### config.mk
export PLATFORM = sky130hd
export DESIGN_NAME = gouram_trace_ctrl_flat
export DESIGN_NICKNAME = d
export VERILOG_FILES = /design/src/rtl/gouram_trace_ctrl_if.sv /design/src/rtl/gouram_trace_ctrl.sv /design/src/flat_wrapper.sv
export SDC_FILE = /design/constraint.sdc
export NUM_CORES = 1
export LEC_CHECK = 0
export CORE_ASPECT_RATIO = 1.75
export CORE_MARGIN = 5
export CORE_UTILIZATION = 40
export CTS_BUF_LIST = sky130_fd_sc_hd__clkbuf_4 sky130_fd_sc_hd__clkbuf_8
export CTS_CLUSTER_DIAMETER = 100
export DETAILED_ROUTE_END_ITERATION = 10
export PLACE_DENSITY_LB_ADDON = 0.08
export SLEW_MARGIN = 5
export SYNTH_ARGS = -nofsm -noshare
export SYNTH_HDL_FRONTEND = slang
export SYNTH_SLANG_ARGS = --single-unit
### constraint.sdc
create_clock -name clk -period 10.5 [get_ports clk]
set_input_delay 1.575 -clock clk [delete_from_list [all_inputs] [get_ports clk]]
set_output_delay 1.575 -clock clk [all_outputs]
set_load 0.01 [all_outputs]
### src/rtl/gouram_trace_ctrl_if.sv
// Trace output bus between gouram_trace_ctrl (master) and the trace sink (slave).
interface gouram_trace_ctrl_if #(
    parameter int DATA_W = 80
) ();
    logic              trace_valid_o;
    logic              trace_ready_i;
    logic [DATA_W-1:0] trace_data_o;

    modport master (output trace_valid_o, output trace_data_o, input trace_ready_i);
    modport slave  (input trace_valid_o, input trace_data_o, output trace_ready_i);
endinterface

### src/rtl/gouram_trace_ctrl.sv
// Gouram trace capture/output controller: timestamps records, buffers them in a FWFT FIFO,
// locks capture on repeated-address loops. Optional macro GOURAM_TS_DELTA_EN selects delta timestamps.
module gouram_trace_ctrl #(
    parameter int ADDR_WIDTH       = 16,
    parameter int REC_WIDTH        = 32,
    parameter int TS_WIDTH         = 32,
    parameter int FIFO_DEPTH       = 8,
    parameter int REPEAT_WINDOW    = 4,
    parameter int REPEAT_THRESHOLD = 2
) (
    input  logic                                clk,
    input  logic                                rst,
    input  logic                                rec_valid_i,
    input  logic [ADDR_WIDTH-1:0]               rec_addr_i,
    input  logic [REC_WIDTH-1:0]                rec_data_i,
    input  logic                                rearm_i,
    gouram_trace_ctrl_if.master                 trace_if,
    output logic                                trace_capture_enable,
    output logic                                lock,
    output logic [15:0]                         drop_count_o,
    output logic [$clog2(FIFO_DEPTH):0]         fifo_level_o
);
    localparam int DW  = TS_WIDTH + ADDR_WIDTH + REC_WIDTH;
    localparam int PW  = $clog2(FIFO_DEPTH);
    localparam int LW  = PW + 1;
    localparam int HCW = $clog2(REPEAT_THRESHOLD + 1);

    typedef enum logic [1:0] {S_CAPTURE, S_DRAIN, S_LOCKED} state_e;

    state_e                  state_q;
    logic                    cap_en_q, lock_q;
    logic [TS_WIDTH-1:0]     ts_q;
    logic [DW-1:0]           mem [FIFO_DEPTH];
    logic [PW-1:0]           rd_ptr_q, wr_ptr_q;
    logic [LW-1:0]           cnt_q;
    logic [ADDR_WIDTH-1:0]   hist_addr_q [REPEAT_WINDOW];
    logic [REPEAT_WINDOW-1:0] hist_vld_q;
    logic [HCW-1:0]          hits_q, hits_d;
    logic [15:0]             drop_q;
    logic [TS_WIDTH-1:0]     ts_field;

    logic hit, accept, trigger, pop, full, push, drop, rearm_go, valid;

    always_comb begin
        hit = 1'b0;
        for (int i = 0; i < REPEAT_WINDOW; i++) begin
            if (hist_vld_q[i] && (hist_addr_q[i] == rec_addr_i)) hit = 1'b1;
        end
        accept   = (state_q == S_CAPTURE) && rec_valid_i;
        hits_d   = hit ? (hits_q + HCW'(1)) : '0;
        trigger  = accept && (hits_d == HCW'(REPEAT_THRESHOLD));
        valid    = (cnt_q != '0);
        pop      = valid && trace_if.trace_ready_i;
        full     = (cnt_q == LW'(FIFO_DEPTH));
        push     = accept && !trigger && (!full || pop);
        drop     = accept && !trigger && full && !pop;
        rearm_go = (state_q == S_LOCKED) && rearm_i;
    end

`ifdef GOURAM_TS_DELTA_EN
    logic [TS_WIDTH-1:0] dlt_q;
    logic                first_q;

    // first_q marks that no record has been written since reset or re-arm
    always_ff @(posedge clk or posedge rst) begin
        if (rst) begin
            dlt_q   <= '0;
            first_q <= 1'b1;
        end else if (push) begin
            dlt_q   <= TS_WIDTH'(1);
            first_q <= 1'b0;
        end else begin
            if (rearm_go) first_q <= 1'b1;
            if (dlt_q != '1) dlt_q <= dlt_q + TS_WIDTH'(1);
        end
    end

    assign ts_field = first_q ? ts_q : dlt_q;
`else
    assign ts_field = ts_q;
`endif

    always_ff @(posedge clk) begin
        if (push) mem[wr_ptr_q] <= {ts_field, rec_addr_i, rec_data_i};
    end

    always_ff @(posedge clk or posedge rst) begin
        if (rst) begin
            ts_q     <= '1;
            rd_ptr_q <= '0;
            wr_ptr_q <= '0;
            cnt_q    <= '0;
        end else begin
            ts_q <= ts_q + TS_WIDTH'(1);
            if (push) wr_ptr_q <= wr_ptr_q + PW'(1);
            if (pop)  rd_ptr_q <= rd_ptr_q + PW'(1);
            if (push && !pop)      cnt_q <= cnt_q + LW'(1);
            else if (pop && !push) cnt_q <= cnt_q - LW'(1);
        end
    end

    // Control FSM; history, hit count and drop counter move with it
    always_ff @(posedge clk or posedge rst) begin
        if (rst) begin
            state_q    <= S_CAPTURE;
            cap_en_q   <= 1'b1;
            lock_q     <= 1'b0;
            hits_q     <= '0;
            hist_vld_q <= '0;
            drop_q     <= '0;
            for (int i = 0; i < REPEAT_WINDOW; i++) hist_addr_q[i] <= '0;
        end else begin
            cap_en_q <= (state_q == S_CAPTURE);
            lock_q   <= (state_q != S_CAPTURE);
            case (state_q)
                S_CAPTURE: begin
                    if (accept) hits_q <= hits_d;
                    if (trigger) state_q <= S_DRAIN;
                end
                S_DRAIN: begin
                    if (cnt_q == '0) state_q <= S_LOCKED;
                end
                S_LOCKED: begin
                    if (rearm_i) begin
                        state_q    <= S_CAPTURE;
                        hits_q     <= '0;
                        hist_vld_q <= '0;
                    end
                end
                default: state_q <= S_CAPTURE;
            endcase
            if (push) begin
                for (int i = REPEAT_WINDOW - 1; i > 0; i--) begin
                    hist_addr_q[i] <= hist_addr_q[i-1];
                    hist_vld_q[i]  <= hist_vld_q[i-1];
                end
                hist_addr_q[0] <= rec_addr_i;
                hist_vld_q[0]  <= 1'b1;
            end
            if (drop && (drop_q != 16'hFFFF)) drop_q <= drop_q + 16'd1;
        end
    end

    assign trace_if.trace_valid_o = valid;
    assign trace_if.trace_data_o  = valid ? mem[rd_ptr_q] : '0;
    assign trace_capture_enable   = cap_en_q;
    assign lock                   = lock_q;
    assign drop_count_o           = drop_q;
    assign fifo_level_o           = cnt_q;
endmodule

### src/flat_wrapper.sv
// flat-port wrapper written by rule: the top's interface ports become plain ports
module gouram_trace_ctrl_flat 
#(
    parameter int ADDR_WIDTH       = 16,
    parameter int REC_WIDTH        = 32,
    parameter int TS_WIDTH         = 32,
    parameter int FIFO_DEPTH       = 8,
    parameter int REPEAT_WINDOW    = 4,
    parameter int REPEAT_THRESHOLD = 2
)
  (clk, rst, rec_valid_i, rec_addr_i, rec_data_i, rearm_i, trace_capture_enable, lock, drop_count_o, fifo_level_o, trace_if_trace_valid_o, trace_if_trace_data_o, trace_if_trace_ready_i);
  gouram_trace_ctrl_if #(.DATA_W((80))) trace_if_i ();
  input  logic clk;
  input  logic rst;
  input  logic rec_valid_i;
  input  logic [ADDR_WIDTH-1:0] rec_addr_i;
  input  logic [REC_WIDTH-1:0] rec_data_i;
  input  logic rearm_i;
  output logic trace_capture_enable;
  output logic lock;
  output logic [15:0] drop_count_o;
  output logic [$clog2(FIFO_DEPTH):0] fifo_level_o;
  output wire logic [$bits(trace_if_i.trace_valid_o)-1:0] trace_if_trace_valid_o;
  output wire logic [$bits(trace_if_i.trace_data_o)-1:0] trace_if_trace_data_o;
  input wire logic [$bits(trace_if_i.trace_ready_i)-1:0] trace_if_trace_ready_i;
  assign trace_if_trace_valid_o = trace_if_i.trace_valid_o;
  assign trace_if_trace_data_o = trace_if_i.trace_data_o;
  assign trace_if_i.trace_ready_i = trace_if_trace_ready_i;
  gouram_trace_ctrl #(.ADDR_WIDTH(ADDR_WIDTH), .REC_WIDTH(REC_WIDTH), .TS_WIDTH(TS_WIDTH), .FIFO_DEPTH(FIFO_DEPTH), .REPEAT_WINDOW(REPEAT_WINDOW), .REPEAT_THRESHOLD(REPEAT_THRESHOLD)) u_core (.clk(clk), .rst(rst), .rec_valid_i(rec_valid_i), .rec_addr_i(rec_addr_i), .rec_data_i(rec_data_i), .rearm_i(rearm_i), .trace_if(trace_if_i), .trace_capture_enable(trace_capture_enable), .lock(lock), .drop_count_o(drop_count_o), .fifo_level_o(fifo_level_o));
endmodule
Word-level counts from Yosys, hierarchy flattened
Memories as Yosys holds them, arrays and structs flattened.
Cells that the tools add are included.
{"block": "totals", "mem_count": 1, "mem_bits_rw": 640, "latch_bits": 0, "romBits": 0, "regBits": 132, "in_bits": 53}
{"block": "op_classes", "n_eq_ne": 13, "mux": 19, "bitwise": 0, "n_reduce_logical": 30, "mul": 0, "addsub": 7, "shift": 0, "order_cmp": 0, "n_div": 0}
{"name": "u_core.mem", "depth": 8, "word_bits": 80, "rd": 1, "rd_ports_with_merged_regs": 0, "wr": 1, "line": "gouram_trace_ctrl.sv:33", "rtl": "logic [DW-1:0] mem [FIFO_DEPTH];"}
{"op": "$mux 80", "n": 1}
{"op": "$eq 16x16->1", "n": 4}
{"op": "$add 32x1->32 const B", "n": 1}
{"op": "$mux 4", "n": 5}
{"op": "$add 16x1->16 const B", "n": 1}
{"op": "$ne 16x16->1 const B", "n": 1}
{"op": "$logic_and 1x1->1", "n": 14}
{"op": "$mux 2", "n": 5}
{"op": "$reduce_bool 2->1", "n": 5}
{"op": "$add 3x1->3 const B", "n": 2}
{"op": "$mux 1", "n": 6}
{"op": "$ne 2x1->1 const B", "n": 3}
{"op": "$pmux 2 s3", "n": 1}
{"op": "$reduce_and 3->1", "n": 2}
{"op": "$add 4x1->4 const B", "n": 1}
{"op": "$eq 2x2->1 const B", "n": 2}
{"op": "$eq 4x4->1 const B", "n": 1}
{"op": "$logic_not 1->1", "n": 4}
{"op": "$logic_not 4->1", "n": 1}
{"op": "$pmux 2 s2", "n": 1}
{"op": "$reduce_bool 4->1", "n": 1}
{"op": "$sub 4x1->4 const B", "n": 1}
{"op": "$add 2x1->2 const B", "n": 1}
{"op": "$eq 2x1->1 const B", "n": 1}
{"op": "4 further kinds", "n": 4}

Logic depth before layout (Yosys ltp)
{"block": "logic_depth", "ltp_word": 16, "mapped_depth": 17, "ltp_nobuf": 13}

Least setup slack after synthesis
Ideal clock, no wire load.
{"block": "synth_timing", "path_type": "input -> register", "startpoint": "input port rec_addr_i[12]", "endpoint": "memory u_core.mem[2][0] (netlist name), enable pin", "path_buffers": 2, "slack_ns": -0.685, "stages": 9, "setup_ns": 0.717, "t_arrival_ns": 10.468, "path_cell_list": "buf_2 -> xor2_1 -> nand4b_1 -> nor3_1 -> a22oi_1 -> a21oi_4 -> nor3_4 -> buf_2 -> nor4bb_1"}
{"block": "synth_via", "elab_chain_len": 14, "word_cells_on_any_way": 20, "classes_between": "eq/ne (5); mux (7); reduce/logical (8)"}
{"element": "start: declaration", "line": "flat_wrapper.sv:16", "rtl": "input logic [ADDR_WIDTH-1:0] rec_addr_i;"}
{"element": "$eq 16x16->1", "line": "gouram_trace_ctrl.sv:47", "rtl": "if (hist_vld_q[i] && (hist_addr_q[i] == rec_addr_i)) hit = 1'b1;"}
{"element": "$logic_and 1x1->1", "line": "gouram_trace_ctrl.sv:47"}
{"element": "$mux 1 (3 in a row)", "line": "gouram_trace_ctrl.sv:47"}
{"element": "$mux 1 (*)", "line": "gouram_trace_ctrl.sv:47"}
{"element": "$mux 2 (*)", "line": "gouram_trace_ctrl.sv:50", "rtl": "hits_d = hit ? (hits_q + HCW'(1)) : '0;"}
{"element": "$eq 2x2->1 (*)", "line": "gouram_trace_ctrl.sv:51", "rtl": "trigger = accept && (hits_d == HCW'(REPEAT_THRESHOLD));"}
{"element": "$logic_and 1x1->1 (*)", "line": "gouram_trace_ctrl.sv:51"}
{"element": "$logic_not 1->1 (*)", "line": "gouram_trace_ctrl.sv:55", "rtl": "push = accept && !trigger && (!full || pop);"}
{"element": "$logic_and 1x1->1 (*) (2 in a row)", "line": "gouram_trace_ctrl.sv:55"}
{"element": "$mux 1 (*)", "line": "gouram_trace_ctrl.sv:84", "rtl": "if (push) mem[wr_ptr_q] <= {ts_field, rec_addr_i, rec_data_i};"}
{"element": "$mux 1 (not written as such) (*)", "line": "gouram_trace_ctrl.sv:84"}
{"element": "end: declaration", "line": "gouram_trace_ctrl.sv:33"}
Every way passes the cells marked *; elsewhere a longest branch is shown, timed or not.

Worst setup path after layout
{"block": "layout_timing", "startpoint": "register u_core.rd_ptr_q[1]", "endpoint": "output port trace_if_trace_data_o[33]"}
{"block": "layout_via", "elab_chain_len": 2}
{"element": "start: declaration", "line": "gouram_trace_ctrl.sv:34", "rtl": "logic [PW-1:0] rd_ptr_q, wr_ptr_q;"}
{"element": "start signal: assignment", "line": "gouram_trace_ctrl.sv:96", "rtl": "if (pop) rd_ptr_q <= rd_ptr_q + PW'(1);"}
{"element": "$mem_v2 8x80"}
{"element": "$mux 80", "line": "gouram_trace_ctrl.sv:145", "rtl": "assign trace_if.trace_data_o = valid ? mem[rd_ptr_q] : '0;"}
{"element": "end: declaration", "line": "flat_wrapper.sv:24", "rtl": "output wire logic [$bits(trace_if_i.trace_data_o)-1:0] trace_if_trace_data_o;"}
No other way between the ends.

==> impl_metrics.py <==
metrics = {
    "outcome": {
        "status": "complete, no violations",
    },
    "synthesis": {
        "cell_accounting_for_the_most_synthesized_area": "sky130_fd_sc_hd__edfxtp_1",
        "syn-cell-area_sq_mm": 0.0307,
        "yosys.cell_types.count": 45,
        "synthCells": 1565,
        "post_synth_edffs": 640,
        "postSynthNetCount": 1625,
        "synth_largest_type_area_fraction_pct": 62.7,
        "yosys_register_bits": 772,
        "seq_area_frac_synth_pct": 73.6,
        "synth_area_per_inst_sq_um": 19.6,
        "synth.top_cells.by_area": "sky130_fd_sc_hd__edfxtp_1 (63%), sky130_fd_sc_hd__mux4_2 (12%), sky130_fd_sc_hd__dfrtp_1 (8.1%)",
        "synthArstFlopShare_pct": 17.1,
        "main_flop_type_after_synthesis": "sky130_fd_sc_hd__edfxtp_1",
        "yosys_warnings": 0,
    },
    "global_routing": {
        "global_route.usage.total_pct": 17.2,
        "initial_antenna_violation_count": 2,
        "grt_pass1_vias": 16800,
        "global_route_wire_length_before_repair_um": 106000,
        "gr_ovfl_total": 0,
        "grt_max_degree": 73,
    },
    "floorplan": {
        "die_height_um": 376,
        "num_io_pins": 156,
        "floorplan.core_area_sq_mm": 0.0761,
        "total_die_area_sq_mm": 0.0825,
        "rows": 134,
        "die_width_um": 219,
        "start_util_pct": 40.3,
    },
    "clock_tree": {
        "cts_setup_buffers": 0,
        "tritoncts": "done",
        "clock_latency_ns": 0.76,
        "cts_num_sinks": 772,
        "clock_pin_transition_on_the_worst_setup_and_hold_timing_paths_ns": 0.06,
        "cells_resized_by_post_cts_repair": 0,
        "cts-htree-levels": 3,
        "cts_inserted_buffers": 111,
        "cts_root_buf": "sky130_fd_sc_hd__clkbuf_8",
        "clockBufferDepth": 3,
        "cts_hold_buffers": 0,
    },
    "critical_path": {
        "cp_data_arrival_time_ns": 4.13,
        "worstPathRequired_ns": 8.93,
        "regToRegStartpoint": "u_core.fifo_level_o[0]$_DFFE_PP0P_",
        "critical_path_class": "reg -> out",
        "kind_of_end_point_of_the_critical_path": "output port",
        "largest_fanout_of_any_net_on_the_critical_path": 66,
        "timing.critical_path.from": "u_core.rd_ptr_q[1]$_DFFE_PP0P_",
        "timing.critical_path.from_type": "flip-flop",
    },
    "layout": {
        "multi_input_comb_area_sq_mm": 0.00778,
        "finalCoreUtilization_pct": 46.8,
        "final_cell_mix": "sky130_fd_sc_hd__edfxtp_1 (640), sky130_fd_sc_hd__mux4_2 (160), sky130_fd_sc_hd__clkdlybuf4s50_1 (155)",
        "final_nets": 1831,
        "storage_cell_area_sq_mm": 0.0226,
        "layout-drive-gt1-share_pct": 25.6,
        "mostFrequentLayoutCell": "sky130_fd_sc_hd__edfxtp_1",
        "syn2layout_area_growth_pct": 16.1,
        "fill_cells": 6596,
    },
    "power_and_ir_drop": {
        "cell_area_power_density_mw_per_mm2": 268,
        "comb_power_share_pct": 31.2,
        "internal-power_w": 0.00662,
        "netSwitchingPower_w": 0.00295,
        "share_seq_of_total_power_pct": 43.7,
        "switching_share_pct": 30.8,
        "static-leakage-power_nw": 11.9,
        "max_rail_drop_vdd_mv": 0.161,
        "p_clk_share_pct": 25.1,
    },
    "drt": {
        "route.met3.wl_um": 2630,
        "wl_per_cell_um": 24.1,
        "drtPass1Iterations": 5,
        "post_drt_via_cell_ratio": 5.17,
        "topRoutingLayerUsed": "met5",
        "remaining_drc_errors": 0,
        "antenna_violating_nets_post_route": 0,
        "detailroute.via_count": 14900,
        "drt-initial-drc-count": 739,
        "drt-met1-wl_um": 27800,
        "postRouteWirelength_um": 69700,
        "routed-wl-met2_um": 37000,
    },
    "sta": {
        "drv_slew": 0,
        "final_worst_setup_slack_ns": 4.79,
        "setup-tns-final_ns": 0,
        "finalHoldViolations": 0,
        "clock.fmax_ghz": 0.175,
        "worst_pin_slew_ns": 1.12,
        "final.period_utilization_pct": 54.4,
        "min_period_ns": 5.71,
        "grt_setup_unrepaired": "no",
        "finalSetupViolations": 0,
        "max_slew_margin_pct": 25.1,
        "worst_clock_skew_on_the_final_layout_ns": 0.0372,
    },
    "place": {
        "pre_cts_ws_ns": 4.37,
        "gp_congestion": 0.839,
        "port-buffer-count": 155,
        "detailed_placer_s_ending_hpwl_um": 41100,
    },
    "hold_path": {
        "min_path_type": "reg -> reg",
        "holdCritStartpoint": "u_core.state_q[1]$_DFFE_PP0P_",
    },
    "run": {
        "cap_violations": 0,
    },
}
[Yosys cell counts (12+ instances only)]
cell                         n
sky130_fd_sc_hd__buf_2      32
sky130_fd_sc_hd__nor2_1     99
sky130_fd_sc_hd__nand4_1    34
sky130_fd_sc_hd__edfxtp_1  640
sky130_fd_sc_hd__clkbuf_1   29
sky130_fd_sc_hd__nand3_1    27
sky130_fd_sc_hd__mux2_2     69
sky130_fd_sc_hd__nor3_1     15
sky130_fd_sc_hd__nand2_1    32
sky130_fd_sc_hd__and3_1     12
sky130_fd_sc_hd__buf_1      18
sky130_fd_sc_hd__xor2_1     29
sky130_fd_sc_hd__mux2i_1    83
sky130_fd_sc_hd__dfstp_2    33
sky130_fd_sc_hd__xnor2_1    89
sky130_fd_sc_hd__mux4_2    160
sky130_fd_sc_hd__dfrtp_1    99
[kinds of logic (layout without fill, tap and decap cells)]
kind of cell               count (synthesis)  count (layout)  share of synthesized area [%]
xor gates and xnor gates                 118             118                           3.37
AOI/OAI and AO/OA                         14              14                          0.351
muxes                                    312             312                           17.0
buffers and inverters                     89             390                           1.24
other                                      0               1                              0
and+or+nand+nor                          253             253                           4.20
DFF                                      772             772                           73.6
adders and majority gates                  7               7                          0.286
[metrics by stage]
step	hold WS [ns]	cells	total power, W	instance area (sq um)
3_3_place_gp	0.477	2678	0.00731	33400
6_report	0.501	2887	0.00956	35600
3_5_place_dp	0.489	2678	0.00733	33400
5_1_grt	0.505	2887	0.0101	35600
2_1_floorplan	0.456	1565	0.00595	30700
4_1_cts	0.501	2886	0.00979	35600
[registers in the layout (all words and copies together) (netlist names)]
name,flops
u_core.drop_count_o,16
u_core.fifo_level_o,4
u_core.hist_addr_q,64
u_core.hist_vld_q,4
u_core.hits_q,2
u_core.lock,1
u_core.mem,640
u_core.rd_ptr_q,3
u_core.state_q,2
u_core.trace_capture_enable,1
u_core.ts_field,32
u_core.wr_ptr_q,3
[critical path: stages, from the launching register on]
cell and delay (ns):
sky130_fd_sc_hd__dfrtp_4 1.14, sky130_fd_sc_hd__buf_4 0.76, sky130_fd_sc_hd__mux4_2 0.37, sky130_fd_sc_hd__mux2i_1 0.08, sky130_fd_sc_hd__nor2_1 0.35, sky130_fd_sc_hd__clkdlybuf4s50_1 0.62
[worst paths after layout]
check,to,slack (ns),cells past startpoint
min in group asynchronous,u_core.drop_count_o[8]$_DFFE_PP0P_,1.30,2
hold reg to reg,u_core.state_q[0]$_DFFE_PP0P_,0.50,1
setup / recovery,trace_if_trace_data_o[33],4.79,5
hold / removal,u_core.state_q[0]$_DFFE_PP0P_,0.50,1
setup reg to reg,u_core.fifo_level_o[2]$_DFFE_PP0P_,6.35,12
max in group asynchronous,u_core.hist_addr_q[28]$_DFFE_PP0P_,7.80,3
[final cells by class]
| class | count | share of cell area, % |
|---|---|---|
| repair buffers | 174 | 4.76 |
| clock inverters | 56 | 1.10 |
| multi-input cells | 704 | 21.8 |
| diodes | 1 | 0.00702 |
| flip-flops and latches | 772 | 63.4 |
| clock buffers | 152 | 5.26 |
| inverters | 8 | 0.0983 |
| well taps | 1020 | 3.58 |
[power groups by stage]
stage	combinational, W	clock, W	sequential [W]
floorplan	0.00192	0	0.00403
global placement	0.00306	0	0.00425
detailed placement	0.00307	0	0.00426
CTS	0.00309	0.00250	0.00420
global route	0.00324	0.00263	0.00424
finish	0.00298	0.00240	0.00418
[metal layers]
layer	GRT usage, %	up-vias
li1	-	6636
met1	20.9	7861
met2	30.2	313
met3	3.30	120
met4	6.39	2
met5	0	-
Power figures use the tool's default switching activity.
